$ cat src/rtl/gemac_pfc_pkg.sv
// Shared constants, types and helpers for the gemac PFC / 802.3x flow-control engine.
package gemac_pfc_pkg;

    localparam int QUANTA_W = 16;
    localparam int MAX_PRIO = 8;

    localparam logic [15:0] PAUSE_OPC_CLASSIC = 16'h0001;
    localparam logic [15:0] PAUSE_OPC_PFC     = 16'h0101;

    typedef enum logic {
        IDLE = 1'b0,
        REQ  = 1'b1
    } tx_state_t;

    // One pause quantum is 512 bit times on the line.
    function automatic int cyc_per_q(input int bits_per_clk);
        return 512 / bits_per_clk;
    endfunction

endpackage

$ cat src/rtl/gemac_pause_timer.sv
// Per-class pause timer: a quanta counter clocked by a sub-counter that divides clk down to one quantum.
module gemac_pause_timer
    import gemac_pfc_pkg::*;
#(
    parameter int CYC_PER_Q = 64
)(
    input  logic                clk,
    input  logic                reset,
    input  logic                load,
    input  logic [QUANTA_W-1:0] load_value,
    output logic                pending
);

    localparam int              SUB_W   = (CYC_PER_Q > 1) ? $clog2(CYC_PER_Q) : 1;
    localparam logic [SUB_W-1:0] SUB_MAX = SUB_W'(CYC_PER_Q - 1);

    logic [QUANTA_W-1:0] timer_reg;
    logic [SUB_W-1:0]    sub_reg;

    // A load always replaces the running count, even on the cycle it would expire.
    always_ff @(posedge clk) begin
        if (reset) begin
            timer_reg <= '0;
            sub_reg   <= '0;
        end else if (load) begin
            timer_reg <= load_value;
            sub_reg   <= SUB_MAX;
        end else if (timer_reg != '0) begin
            if (sub_reg == '0) begin
                timer_reg <= timer_reg - 1'b1;
                sub_reg   <= SUB_MAX;
            end else begin
                sub_reg <= sub_reg - 1'b1;
            end
        end
    end

    assign pending = (timer_reg != '0);

endmodule

$ cat src/rtl/gemac_pfc_ctrl.sv
// MAC flow-control engine: rx pause timers gate per-class transmit, optional tx pause-frame generator.
// Define GEMAC_PFC_XMIT_EN to build the tx-side request FSM; otherwise the request outputs are tied off.
module gemac_pfc_ctrl
    import gemac_pfc_pkg::*;
#(
    parameter int                  NUM_PRIO     = 8,
    parameter int                  BITS_PER_CLK = 8,
    parameter logic [QUANTA_W-1:0] XOFF_QUANTA  = 16'hFFFF,
    parameter int unsigned         REFRESH_CYC  = (XOFF_QUANTA / 2) * cyc_per_q(BITS_PER_CLK)
)(
    input  logic                         clk,
    input  logic                         reset,
    input  logic                         rx_pause_val,
    input  logic                         rx_pause_pfc,
    input  logic [MAX_PRIO-1:0]          rx_pause_cev,
    input  logic [MAX_PRIO*QUANTA_W-1:0] rx_pause_quanta,
    input  logic [NUM_PRIO-1:0]          pause_respect_en,
    input  logic                         tx_in_frame,
    output logic [NUM_PRIO-1:0]          paused,
    input  logic [NUM_PRIO-1:0]          xoff_req,
    output logic                         pause_req,
    output logic [MAX_PRIO-1:0]          pause_req_cev,
    output logic [MAX_PRIO*QUANTA_W-1:0] pause_req_quanta,
    input  logic                         pause_ack
);

    localparam int CYC_PER_Q = cyc_per_q(BITS_PER_CLK);

    logic [NUM_PRIO-1:0] timer_load;
    logic [NUM_PRIO-1:0] pending;
    logic [QUANTA_W-1:0] load_value [NUM_PRIO];
    logic [NUM_PRIO-1:0] paused_reg;
    logic [NUM_PRIO-1:0] paused_next;

    // Classic pause applies quanta[0] to every class; PFC loads only enabled classes.
    generate
        for (genvar gi = 0; gi < NUM_PRIO; gi++) begin : g_class
            assign timer_load[gi] = rx_pause_val & (~rx_pause_pfc | rx_pause_cev[gi]);
            assign load_value[gi] = rx_pause_pfc ? rx_pause_quanta[QUANTA_W*gi +: QUANTA_W]
                                                 : rx_pause_quanta[QUANTA_W-1:0];

            gemac_pause_timer #(
                .CYC_PER_Q (CYC_PER_Q)
            ) u_timer (
                .clk        (clk),
                .reset      (reset),
                .load       (timer_load[gi]),
                .load_value (load_value[gi]),
                .pending    (pending[gi])
            );
        end
    endgenerate

    // A class may only become paused between frames, but is released immediately.
    assign paused_next = pending & pause_respect_en & (paused_reg | {NUM_PRIO{~tx_in_frame}});

    always_ff @(posedge clk) begin
        if (reset) begin
            paused_reg <= '0;
        end else begin
            paused_reg <= paused_next;
        end
    end

    assign paused = paused_reg;

    logic unused_rx;
    assign unused_rx = &{1'b0, rx_pause_cev, rx_pause_quanta};

`ifdef GEMAC_PFC_XMIT_EN
    tx_state_t                    state_reg, state_next;
    logic [NUM_PRIO-1:0]          snap_reg, snap_next;
    logic [NUM_PRIO-1:0]          xoff_sent_reg, xoff_sent_next;
    logic [31:0]                  refresh_reg, refresh_next;
    logic [MAX_PRIO-1:0]          cev_reg, cev_next;
    logic [MAX_PRIO*QUANTA_W-1:0] quanta_reg, quanta_next;
    logic [MAX_PRIO-1:0]          req_cev;
    logic [MAX_PRIO*QUANTA_W-1:0] req_quanta;

    // Classes that were XOFF but are now released stay in the vector with time 0 (XON).
    generate
        for (genvar gi = 0; gi < MAX_PRIO; gi++) begin : g_req
            if (gi < NUM_PRIO) begin : g_live
                assign req_cev[gi] = xoff_req[gi] | xoff_sent_reg[gi];
                assign req_quanta[QUANTA_W*gi +: QUANTA_W] = xoff_req[gi] ? XOFF_QUANTA : '0;
            end else begin : g_none
                assign req_cev[gi] = 1'b0;
                assign req_quanta[QUANTA_W*gi +: QUANTA_W] = '0;
            end
        end
    endgenerate

    always_ff @(posedge clk) begin
        if (reset) begin
            state_reg     <= IDLE;
            snap_reg      <= '0;
            xoff_sent_reg <= '0;
            refresh_reg   <= '0;
            cev_reg       <= '0;
            quanta_reg    <= '0;
        end else begin
            state_reg     <= state_next;
            snap_reg      <= snap_next;
            xoff_sent_reg <= xoff_sent_next;
            refresh_reg   <= refresh_next;
            cev_reg       <= cev_next;
            quanta_reg    <= quanta_next;
        end
    end

    always_comb begin
        state_next     = state_reg;
        snap_next      = snap_reg;
        xoff_sent_next = xoff_sent_reg;
        cev_next       = cev_reg;
        quanta_next    = quanta_reg;
        refresh_next   = ((xoff_sent_reg != '0) && (refresh_reg != '0)) ? refresh_reg - 32'd1
                                                                        : refresh_reg;
        case (state_reg)
            IDLE: begin
                if ((xoff_req != xoff_sent_reg) ||
                    ((refresh_reg == '0) && (xoff_sent_reg != '0))) begin
                    state_next  = REQ;
                    snap_next   = xoff_req;
                    cev_next    = req_cev;
                    quanta_next = req_quanta;
                end
            end
            REQ: begin
                if (pause_ack) begin
                    state_next     = IDLE;
                    xoff_sent_next = snap_reg;
                    refresh_next   = REFRESH_CYC;
                end
            end
            default: state_next = IDLE;
        endcase
    end

    assign pause_req        = (state_reg == REQ);
    assign pause_req_cev    = cev_reg;
    assign pause_req_quanta = quanta_reg;
`else
    assign pause_req        = 1'b0;
    assign pause_req_cev    = '0;
    assign pause_req_quanta = '0;

    logic unused_xmit;
    assign unused_xmit = &{1'b0, xoff_req, pause_ack, XOFF_QUANTA, REFRESH_CYC};
`endif

endmodule

$ cat config.mk
export PLATFORM = sky130hd
export DESIGN_NAME = gemac_pfc_ctrl
export DESIGN_NICKNAME = d
export VERILOG_FILES = /design/src/rtl/gemac_pfc_pkg.sv /design/src/rtl/gemac_pause_timer.sv /design/src/rtl/gemac_pfc_ctrl.sv
export SDC_FILE = /design/constraint.sdc
export NUM_CORES = 1
export LEC_CHECK = 0
export BUFFER_PORTS_ARGS = -buffer_cell sky130_fd_sc_hd__buf_2
export CAP_MARGIN = 20
export CORE_UTILIZATION = 40
export DETAILED_ROUTE_END_ITERATION = 10
export HOLD_SLACK_MARGIN = 0.08
export PLACE_DENSITY = 0.6
export SYNTH_ARGS = -nofsm -noshare
export SYNTH_HDL_FRONTEND = slang
export SYNTH_SLANG_ARGS = --single-unit
$ cat constraint.sdc
create_clock -name clk -period 3.28 [get_ports clk]
set_input_delay 0.164 -clock clk [delete_from_list [all_inputs] [get_ports clk]]
set_output_delay 0.164 -clock clk [all_outputs]
set_load 0.005 [all_outputs]
==> results by group <==
Min path
  • Hold path startpoint: rx_pause_quanta[114]
  • Hold Path Depth: 3
  • Hold WC Path Type: in -> reg

Logic synthesis
  • Post-synthesis mux area share: 0.0191
  • Synthesized area: 12,200 µm²
  • EDFF count, synth: 0
  • Top cell type's share of synthesized area: 0.301
  • Main combinational cell family by area after synthesis: compound AO/OA/AOI/OAI gates
  • Synth Area in Simple Gates: 0.207
  • Syn avg cell area: 8.25 µm²
  • Post-Synth XOR/XNOR Area: 0.0638
  • Syn Inst Count: 1,482
  • Top cells by area, synth: dfxtp_1 (30%), a211oi_1 (12%), buf_4 (8.4%)
  • Ys flop type: dfxtp_1
  • Post-synthesis adder-cell area fraction: 0.0246
  • Yosys warning total: 0
  • Async SR Flop Fraction: 0
  • Seq/Total Area, Yosys: 0.301
  • Synth Area in Compound Gates: 0.254
  • Netlist cell types: 70
  • Seq cells post-synth: 184
  • Post-synthesis cell type with the largest combined area: dfxtp_1

Critical path
  • Crit end category: register
  • Critical Path Start Type: register
  • CP Capture Point: g_class[2].u_timer.timer_reg[1]
  • Crit path arrival time: 2900 ps
  • Worst R2R Start: g_class[2].u_timer.timer_reg[7]
  • Start point of the critical path: g_class[2].u_timer.timer_reg[7]
  • Reg2Reg Setup Slack: 720 ps
  • RR Endpoint: g_class[2].u_timer.timer_reg[1]
  • Reg2reg path depth: 5
  • Crit path max fanout: 7
  • Critical path class: reg -> reg
  • Required time of the critical path: 3620 ps

Clocking
  • Clk root buf: clkbuf_16
  • Clock latency on the worst-skew pair: 430 ps
  • Clock transition at the registers of the reported paths: 70 ps
  • # Post-CTS Setup Buffers: 0
  • Number of gates resized after CTS: 0
  • Clock sink total: 184
  • Hold_buf cts: 25
  • TritonCTS Buffers: 17
  • Clk buf depth: 2
  • H-Tree Depth: 4
  • CTS tree: done

Timing
  • Final setup fails: 0
  • Setup TNS: 0 ps
  • Fmax: 390 MHz
  • RSZ-0062 raised after global routing: no
  • Hold Fails Final Rpt: 0
  • Worst Skew: 13.1 ps
  • Fin crit share: 0.781
  • Worst-Margin Slew: 1180 ps
  • Post-layout minimum cycle time: 2560 ps
  • Slew HR: 0.214
  • Pins Over Slew Limit: 0

Cells and area
  • Most used cells in the layout excluding fill and tap cells: a211oi_1 (194), dfxtp_1 (184), buf_2 (154)
  • Ant diodes: 0
  • Layout cells sized above 1: 0.167
  • Area grow syn2layout: 12.9%
  • Largest register FFs: 128
  • Most common cell after layout, fill and taps aside: a211oi_1
  • Final #Nets: 1,802
  • Final instance area: 13,800 µm²

Power and ir drop
  • VDD IR-drop max: 392 µV
  • Static leakage: 5.28 nW
  • Pwr/cell area: 476 nW/µm²

Drt
  • DR DRC count: 0
  • Via count: 11,600
  • Via/cell ratio: 5.72
  • Final ANT Viol Nets: 0
  • Drt total wl: 37.1 mm
  • Starting DRC count in detailed routing: 859
  • Wirelength per Cell: 18.3 µm
  • DR pass1 iterations: 8

Global route
  • Total track usage: 0.233
  • First-pass GRT wire length: 56.5 mm
  • Total global routing overflow: 0
  • Largest net degree at the start of global routing: 89
  • Vias in the first global route: 10,400
  • Initial antenna violation count: 0

Floorplan
  • Starting Density: 0.409
  • Rows: 63
  • # IOs: 303
  • Die Footprint: 31,300 µm²
  • Die W: 177 µm
  • Die H: 177 µm
  • Core area: 29,900 µm²

Run status
  • Run status: finished, final reports clean

Placement
  • Placed cell area: 13,000 µm²
  • Post-DP HPWL: 25.9 mm
  • GPL Wtd Cong: 0.874
  • PortBufs: 156

Job
  • MaxCap Viol Count: 0
==> per-stage QoR <==
step / utilization / power (W) / setup slack, ps / std cells / hold WS, ps
finish: 0.462 / 0.00657 / 718 / 2023 / 90.9
global route: 0.462 / 0.00693 / 504 / 2023 / 99.3
CTS: 0.462 / 0.00659 / 761 / 2023 / 85.0
detailed placement: 0.434 / 0.00444 / 807 / 1966 / 433
global placement: 0.434 / 0.00442 / 848 / 1966 / 437
floorplan: - / 0.00405 / 1000 / 1618 / 300
==> critical path, stage by stage, from the launching register on <==
cell,delay [ps]
dfxtp_1,350
nor4_1,580
nand4_1,390
o21ai_1,540
mux2_2,390
a211oi_1,220
==> synthesized netlist by cell type, types with 34 or more instances <==
cell type and number:
xnor2_1 53, nand2_1 40, clkbuf_1 97, o21ai_0 51, nor2_1 68, nor3_1 53
inv_1 38, nor4_1 34, nand3_1 41, a21oi_1 78, xor2_1 36, buf_4 137
dfxtp_1 184, a211oi_1 194
==> report_power, final <==
part           total, W  switching [W]  leakage (nW)  internal, W
Sequential      0.00270       0.000230          1.53      0.00247
Combinational   0.00175        0.00103          3.47     0.000726
Clock           0.00212       0.000928         0.287      0.00119
Total           0.00657        0.00219          5.28      0.00438
==> final cells by class <==
cell class              instances  area [µm²]
flip-flops and latches        184        3680
well taps                     390         488
multi-input cells            1155        7500
inverters                      38         143
clock inverters                10         116
clock buffers                  22         474
fillers                      2986       16100
repair buffers                224        1400
==> how the worst min path moves through the flow <==
stage / to / slack (ps)
finish: g_class[7].u_timer.timer_reg[2] / 90
global placement: paused[2] / 440
detailed placement: g_class[0].u_timer.timer_reg[1] / 430
floorplan: g_class[0].u_timer.timer_reg[1] / 300
CTS: g_class[5].u_timer.timer_reg[13] / 90
global route: g_class[2].u_timer.timer_reg[8] / 100
==> cells by family (layout without fill, tap and decap cells) <==
| family | Yosys count | in the layout |
|---|---|---|
| AOI/OAI and AO/OA | 448 | 448 |
| and+or+nand+nor | 435 | 435 |
| buffers and inverters | 279 | 294 |
| DFF | 184 | 184 |
| xor gates and xnor gates | 89 | 89 |
| adders and majority gates | 24 | 24 |
| muxes | 22 | 22 |
| other | 1 | 137 |
==> per-layer routing <==
layer,share of wire,up-vias,track usage
li1,-,5598,-
met5,0,-,0
met3,0.057,58,0.0339
met2,0.45,385,0.366
met4,0.025,0,0.0747
met1,0.47,5531,0.326
Power figures use the tool's default switching activity.
